--- config.mk ---
export PLATFORM = sky130hd
export DESIGN_NAME = seq_shift_reg_flat
export DESIGN_NICKNAME = d
export VERILOG_FILES = /design/src/rtl/seq_shift_reg_if.sv /design/src/rtl/seq_shift_reg.sv /design/src/flat_wrapper.sv
export SDC_FILE = /design/constraint.sdc
export NUM_CORES = 1
export LEC_CHECK = 0
export CAP_MARGIN = 10
export CORE_MARGIN = 4
export CORE_UTILIZATION = 40
export DETAILED_ROUTE_END_ITERATION = 7
export PLACE_DENSITY = 0.69
export SLEW_MARGIN = 20
export SYNTH_ARGS = -nofsm -noshare
export SYNTH_HDL_FRONTEND = slang
export SYNTH_SLANG_ARGS = --single-unit
--- constraint.sdc ---
create_clock -name clk -period 2 [get_ports clk]
set_input_delay 0.6 -clock clk [delete_from_list [all_inputs] [get_ports clk]]
set_output_delay 0.6 -clock clk [all_outputs]
set_load 0.02 [all_outputs]
--- src/rtl/seq_shift_reg_if.sv ---
// Request/response bundle for seq_shift_reg: command inputs plus register and handshake outputs.
// The zero/ovf status signals exist only when SEQ_SHIFT_STATUS_EN is defined.
interface seq_shift_reg_if #(
    parameter int WIDTH = 4,
    parameter int AMT_W = 3
);
    logic             start;
    logic [2:0]       mode;
    logic [WIDTH-1:0] d;
    logic [AMT_W-1:0] amt;
    logic             sin;
    logic [WIDTH-1:0] q;
    logic             busy;
    logic             done;
    logic             sout;
`ifdef SEQ_SHIFT_STATUS_EN
    logic             zero;
    logic             ovf;

    modport master (
        output start, mode, d, amt, sin,
        input  q, busy, done, sout, zero, ovf
    );

    modport slave (
        input  start, mode, d, amt, sin,
        output q, busy, done, sout, zero, ovf
    );
`else
    modport master (
        output start, mode, d, amt, sin,
        input  q, busy, done, sout
    );

    modport slave (
        input  start, mode, d, amt, sin,
        output q, busy, done, sout
    );
`endif
endinterface

--- src/rtl/seq_shift_reg.sv ---
// WIDTH-bit load/clear/shift/rotate register; multi-position shifts run one step per clock.
// Define SEQ_SHIFT_STATUS_EN to add the registered zero flag and sticky ovf flag.
module seq_shift_reg #(
    parameter int WIDTH = 4,
    parameter int AMT_W = 3
) (
    input  logic           clk,
    input  logic           rst,
    seq_shift_reg_if.slave bus
);
    typedef enum logic [2:0] {
        M_NOP  = 3'b000,
        M_LOAD = 3'b001,
        M_SHL  = 3'b010,
        M_SHR  = 3'b011,
        M_SAR  = 3'b100,
        M_ROL  = 3'b101,
        M_ROR  = 3'b110,
        M_CLR  = 3'b111
    } mode_t;

    typedef enum logic {
        IDLE  = 1'b0,
        SHIFT = 1'b1
    } state_t;

    state_t           state, state_n;
    mode_t            op_r, op_n, req_mode;
    logic [WIDTH-1:0] q_r, q_n, step_q;
    logic [AMT_W-1:0] cnt_r, cnt_n;
    logic             done_r, done_n;
    logic             sout_r, sout_n;
    logic             step_out;
    logic             req_shift;
`ifdef SEQ_SHIFT_STATUS_EN
    logic             zero_r;
    logic             ovf_r, ovf_n;
`endif

    assign req_mode  = mode_t'(bus.mode);
    assign req_shift = req_mode inside {M_SHL, M_SHR, M_SAR, M_ROL, M_ROR};

    // One position of the captured operation; sin is taken live on every step.
    always_comb begin
        step_q   = q_r;
        step_out = sout_r;
        case (op_r)
            M_SHL: begin
                step_q   = {q_r[WIDTH-2:0], bus.sin};
                step_out = q_r[WIDTH-1];
            end
            M_SHR: begin
                step_q   = {bus.sin, q_r[WIDTH-1:1]};
                step_out = q_r[0];
            end
            M_SAR: begin
                step_q   = {q_r[WIDTH-1], q_r[WIDTH-1:1]};
                step_out = q_r[0];
            end
            M_ROL: begin
                step_q   = {q_r[WIDTH-2:0], q_r[WIDTH-1]};
                step_out = q_r[WIDTH-1];
            end
            M_ROR: begin
                step_q   = {q_r[0], q_r[WIDTH-1:1]};
                step_out = q_r[0];
            end
            default: begin
                step_q   = q_r;
                step_out = sout_r;
            end
        endcase
    end

    always_comb begin
        state_n = state;
        op_n    = op_r;
        q_n     = q_r;
        cnt_n   = cnt_r;
        done_n  = 1'b0;
        sout_n  = sout_r;
`ifdef SEQ_SHIFT_STATUS_EN
        ovf_n   = ovf_r;
`endif
        case (state)
            IDLE: begin
                if (bus.start) begin
`ifdef SEQ_SHIFT_STATUS_EN
                    ovf_n = 1'b0;
`endif
                    if (req_shift && (bus.amt != '0)) begin
                        state_n = SHIFT;
                        op_n    = req_mode;
                        cnt_n   = bus.amt;
                    end else begin
                        done_n = 1'b1;
                        case (req_mode)
                            M_LOAD:  q_n = bus.d;
                            M_CLR:   q_n = '0;
                            default: q_n = q_r;
                        endcase
                    end
                end
            end
            SHIFT: begin
                q_n    = step_q;
                sout_n = step_out;
                cnt_n  = cnt_r - 1'b1;
`ifdef SEQ_SHIFT_STATUS_EN
                if ((op_r == M_SHL || op_r == M_SAR) && (step_out != step_q[WIDTH-1]))
                    ovf_n = 1'b1;
`endif
                if (cnt_r == AMT_W'(1)) begin
                    state_n = IDLE;
                    done_n  = 1'b1;
                end
            end
            default: state_n = IDLE;
        endcase
    end

    always_ff @(posedge clk) begin
        if (rst) begin
            state  <= IDLE;
            op_r   <= M_NOP;
            q_r    <= '0;
            cnt_r  <= '0;
            done_r <= 1'b0;
            sout_r <= 1'b0;
`ifdef SEQ_SHIFT_STATUS_EN
            zero_r <= 1'b1;
            ovf_r  <= 1'b0;
`endif
        end else begin
            state  <= state_n;
            op_r   <= op_n;
            q_r    <= q_n;
            cnt_r  <= cnt_n;
            done_r <= done_n;
            sout_r <= sout_n;
`ifdef SEQ_SHIFT_STATUS_EN
            zero_r <= (q_n == '0);
            ovf_r  <= ovf_n;
`endif
        end
    end

    assign bus.q    = q_r;
    assign bus.busy = (state == SHIFT);
    assign bus.done = done_r;
    assign bus.sout = sout_r;
`ifdef SEQ_SHIFT_STATUS_EN
    assign bus.zero = zero_r;
    assign bus.ovf  = ovf_r;
`endif
endmodule

--- src/flat_wrapper.sv ---
// flat-port wrapper written by rule: the top's interface ports become plain ports
module seq_shift_reg_flat 
#(
    parameter int WIDTH = 4,
    parameter int AMT_W = 3
)
  (clk, rst, bus_start, bus_mode, bus_d, bus_amt, bus_sin, bus_q, bus_busy, bus_done, bus_sout);
  seq_shift_reg_if #(.WIDTH(WIDTH), .AMT_W(AMT_W)) bus_i ();
  input  logic clk;
  input  logic rst;
  input wire logic [$bits(bus_i.start)-1:0] bus_start;
  input wire logic [$bits(bus_i.mode)-1:0] bus_mode;
  input wire logic [$bits(bus_i.d)-1:0] bus_d;
  input wire logic [$bits(bus_i.amt)-1:0] bus_amt;
  input wire logic [$bits(bus_i.sin)-1:0] bus_sin;
  output wire logic [$bits(bus_i.q)-1:0] bus_q;
  output wire logic [$bits(bus_i.busy)-1:0] bus_busy;
  output wire logic [$bits(bus_i.done)-1:0] bus_done;
  output wire logic [$bits(bus_i.sout)-1:0] bus_sout;
  assign bus_i.start = bus_start;
  assign bus_i.mode = bus_mode;
  assign bus_i.d = bus_d;
  assign bus_i.amt = bus_amt;
  assign bus_i.sin = bus_sin;
  assign bus_q = bus_i.q;
  assign bus_busy = bus_i.busy;
  assign bus_done = bus_i.done;
  assign bus_sout = bus_i.sout;
  seq_shift_reg #(.WIDTH(WIDTH), .AMT_W(AMT_W)) u_core (.clk(clk), .rst(rst), .bus(bus_i));
endmodule
; ---- After elaboration in Yosys (flattened, before gate mapping)
; Index checks and enable logic that the tools add are counted.
[word_totals]
ff_bits = 13
out_inout_bits = 7
in_bits = 14
wordCells = 57
[op_classes]
bitwise = 1
n_eq_ne = 20
n_reduce_logical = 11
muxes = 17
add_sub_neg = 1
[op_table]
columns = op, count
row1 = $eq 3x3->1 const B, 7
row2 = $pmux 4 s5, 1
row3 = $pmux 4 s2, 2
row4 = $eq 3x2->1 const B, 4
row5 = $mux 4, 2
row6 = $eq 3x1->1 const B, 2
row7 = $mux 1, 6
row8 = $mux 3, 2
row9 = $ne 2x2->1 const B, 3
row10 = $ne 6x6->1 const B, 1
row11 = $pmux 1 s2, 3
row12 = $pmux 3 s2, 1
row13 = $ne 5x5->1 const B, 1
row14 = $reduce_and 5->1, 1
row15 = $reduce_bool 5->1, 1
row16 = $reduce_and 2->1, 2
row17 = $reduce_and 4->1, 1
row18 = $ne 3x3->1 const B, 1
row19 = $reduce_and 3->1, 1
row20 = $reduce_bool 3->1, 1
row21 = $reduce_or 3->1, 1
row22 = $sub 3x1->3 const B, 1
row23 = $ne 2x1->1 const B, 1
row24 = $reduce_bool 2->1, 1
row25 = other kinds (3), 3

; ---- Logic depth before layout (Yosys ltp)
[depth]
ltp_word = 6
depth_mapped = 5
ltp_nobuf = 5

; ---- Worst setup path after synthesis
; Ideal clock, no wire load.
[synth_timing]
kind = input-to-reg
from = input bus_mode[1]
to = register u_core.q_r[2], in the netlist u_core.bus.q[2]
stages = 5
n_path_buf = 1
arrival_ns = 1.535
t_required_ns = 1.912
path_slack_ns = 0.377
cell_sequence = buf_2 > xor2_1 > o22ai_1 > nor2_1 > a311oi_2
[synth_via]
elab_chain_len = 5
[synth_lines]
columns = item, line
row1 = start: declaration, flat_wrapper.sv:12  ; input wire logic [$bits(bus_i.mode)-1:0] bus_mode;
row2 = $eq 3x3->1 (tied with other cells), seq_shift_reg.sv:97  ; case (req_mode)
row3 = $pmux 4 s2 / $reduce_bool 5->1 (equally long branches), "seq_shift_reg.sv:97, seq_shift_reg.sv:41"
row4 = $mux 4 / $logic_and 1x1->1 (equally long branches), seq_shift_reg.sv:91  ; if (req_shift && (bus.amt != '0)) begin
row5 = $mux 4 / $ne 2x2->1 (equally long branches), n/a
row6 = $pmux 4 s2 / $reduce_and 4->1 (equally long branches), n/a
row7 = end signal: assignment, seq_shift_reg.sv:137  ; q_r <= q_n;
row8 = end: declaration, seq_shift_reg.sv:29  ; logic [WIDTH-1:0] q_r, q_n, step_q;
; Parallel ways exist; a longest one is shown, timed or not. The select of a mux whose other input is x is not followed.
; A chain may end at the register's enable or synchronous reset.

; ---- Worst setup path after layout
[layout_timing]
from = register u_core.q_r[3], in the netlist u_core.bus.q[3]
to = output bus_q[3]
[layout_rtl]
columns = item, line
row1 = end: declaration, flat_wrapper.sv:16  ; output wire logic [$bits(bus_i.q)-1:0] bus_q;
; No word-level cell between the ends.

==> impl_metrics.ini <==
[global_routing]
grt_overflow = 0
antenna_found_initial = 0
grt_pass1_wl_um = 3510
grt_start_max_net_pins = 17
grt_pass1_vias = 834
grt.total_usage_pct = 16.7

[layout]
nNetsFinal = 158
drive_above_1_share_pct = 17.7
seqCellArea_um2 = 260
area_delta_synth_final_pct = 39.7
diodes = 0
fillerInstances = 191
final_util_pct = 60.3
multi_input_area_um2 = 544
fin_cells = 168

[power]
power_density_nw_per_um2 = 574
peakVddDrop_mv = 0.407
p_leak_uw = 0.000464

[sta]
finClkSkew_ps = 4.77
finalHoldWorstSlack_ps = 492
setup_ws_ps = 77.2
grt_setup_unrepaired = no
maxSlewHeadroom_pct = 62.4
setup_violations = 0
hold_violations = 0
min_period_ps = 1920
max_freq_ghz = 0.520
report.final.slew_viol_count = 0
worst_slew_pin_slew_ps = 563
post-route-period-util_pct = 96.1

[detailed_routing]
detail-route-antenna-nets = 0
drt-wirelength-per-cell_um = 12.3
dr.pass1.iters = 4
drt_wl_total_um = 2070
drt-initial-drc-count = 11
vias_per_cell = 5.36
drc_errors = 0
num_vias = 900

[yosys]
yosysTopAreaCell = dfxtp_1
avgSynthCellArea_um2 = 8.08
ys_seq_area_share_pct = 30.1
synth_fa_ha_area_share_pct = 2.89
yosys.area_share.simple_pct = 25.5
synth_area_leaders = dfxtp_1, mux2i_1, nor2_1
synth_cell_types = 37
synth_edf_count = 0
synth-compound-area-share_pct = 24.3
synthCells = 107
synth_nets = 123
synth-async-reset-ratio_pct = 0
synth_xor_area_share_pct = 2.03
synth_top_family_by_area = simple AND/OR/NAND/NOR gates
synth_flop_cell = dfxtp_1
synth_top_area_share_pct = 30.1
synth-seq-cells = 13
synth_mux_area_share_pct = 8.25
syn_area_um2 = 865
yosys_warnings = 0

[critical_path]
path_class = register to output port
path_cells = clkdlybuf4s50_1
slowest_stage = clkdlybuf4s50_1
critPathLaunchType = register
cp_max_fo = 5
critPathBufInv = 1
cp.arrival_ps = 1320
cp_top_family = buffers and inverters
critPathMaxStageDelay_ps = 630
crit_required_ps = 1400
endpoint_kind = output port

[die]
coreArea_um2 = 2000
io_pins = 21
die_x_um = 54.5
dieArea_um2 = 2970
start_util_pct = 43.2
rows = 16
die_height_um = 54.5

[place]
dp_hpwl_um = 1620
port_buffers = 20
place_congestion = 0.862
dp_slack_ps = -154
placed_cells = 164

[clocking]
numClockSinks = 13
insertion_delay_ps = 280
clk_pin_slew_ps = 90
numCtsBuffers = 3
h-tree-depth = 1
cts_resized = 0
cts-root-buf = clkbuf_4
cts_tree = done
cts_setup_buffers = 0
clk_path_buf_depth = 2
postCtsHoldBufs = 0

[run]
maxCapViolations = 0

[hold_path]
hold_class = register to register

[outcome]
status = finished clean
## where the power goes
part / internal [uW] / total [uW] / switching, uW
combinational: 117 / 218 / 100
sequential: 281 / 306 / 25.1
clock: 77.5 / 170 / 92.3
## synth_stat cells (all sizes together) (2+ instances only)
| cell | number |
|---|---|
| nor2 | 13 |
| nand2b | 3 |
| inv | 4 |
| a311oi | 3 |
| o22ai | 3 |
| buf | 5 |
| nand2 | 8 |
| a21o | 2 |
| clkbuf | 2 |
| or3b | 2 |
| a31oi | 3 |
| o21ai | 5 |
| and3b | 3 |
| mux2i | 6 |
| dfxtp | 13 |
| nor2b | 2 |
| ha | 2 |
| nand3 | 4 |
| or3 | 2 |
| a21oi | 8 |
## worst register-to-register path: stages, from the launching register on
cell and delay (ps):
dfxtp_1 560, and3b_4 280, or3b_1 370, a311o_1 350, mux2i_1 130
## sequential cells by signal (all words and copies together), names as in the netlist
| register | count |
|---|---|
| u_core.op_r | 3 |
| u_core.bus.q | 4 |
| u_core.cnt_r | 3 |
| u_core.bus.busy | 1 |
| u_core.bus.sout | 1 |
| u_core.bus.done | 1 |
## worst paths after layout
check	start	to	slack, ps	cells after the start
worst max-delay path	u_core.bus.q[3]$_SDFFE_PP0P_	bus_q[3]	80	1
worst min register to register	u_core.cnt_r[1]$_SDFFE_PP0P_	u_core.cnt_r[1]$_SDFFE_PP0P_	490	2
worst max register to register	u_core.op_r[2]$_SDFFE_PP0P_	u_core.bus.q[3]$_SDFFE_PP0P_	230	4
worst min-delay path	u_core.cnt_r[1]$_SDFFE_PP0P_	u_core.cnt_r[1]$_SDFFE_PP0P_	490	2
## final cells by class
class | count | share of cell area (%)
Sequential cell | 13 | 21.6
Multi-Input combinational cell | 83 | 45.1
Clock buffer | 4 | 2.18
Inverter | 4 | 1.24
Timing Repair Buffer | 37 | 27.2
Tap cell | 27 | 2.80
## cell usage in the layout (no fill, tap or decap), types with 4 or more instances in the layout
| cell type | synthesis | final |
|---|---|---|
| a21oi_1 | 8 | 8 |
| buf_4 | 0 | 17 |
| clkdlybuf4s50_1 | 0 | 20 |
| dfxtp_1 | 13 | 13 |
| inv_1 | 4 | 4 |
| mux2i_1 | 6 | 6 |
| nand2_1 | 8 | 8 |
| nand3_1 | 4 | 4 |
| nor2_1 | 13 | 13 |
| o21ai_0 | 5 | 5 |
## per-layer routing
layer	vias up	wire length, um	part of all wire (%)	GRT usage [%]
met5	-	0	0	0
li1	463	-	-	-
met2	17	1070	52	29.7
met3	4	97	4.7	4.90
met4	0	23	1.1	6.22
met1	416	875	42	18.6
## through the flow
| step | total power (uW) | setup TNS, ps | cell area (um^2) |
|---|---|---|---|
| after floorplan | 432 | 0 | 865 |
| after global placement | 526 | -451 | 1180 |
| after detailed placement | 530 | -667 | 1180 |
| after CTS | 705 | 0 | 1210 |
| after global routing | 740 | 0 | 1210 |
| final | 693 | 0 | 1210 |
## cell families (layout without fill, tap and decap cells)
group | count (synthesis) | after routing
flops | 13 | 13
fa+ha+maj | 2 | 2
mux | 7 | 7
xor+xnor | 2 | 2
simple gates | 41 | 41
compound gates | 31 | 31
buf+inv | 11 | 45
(Power assumes the default switching activity.)
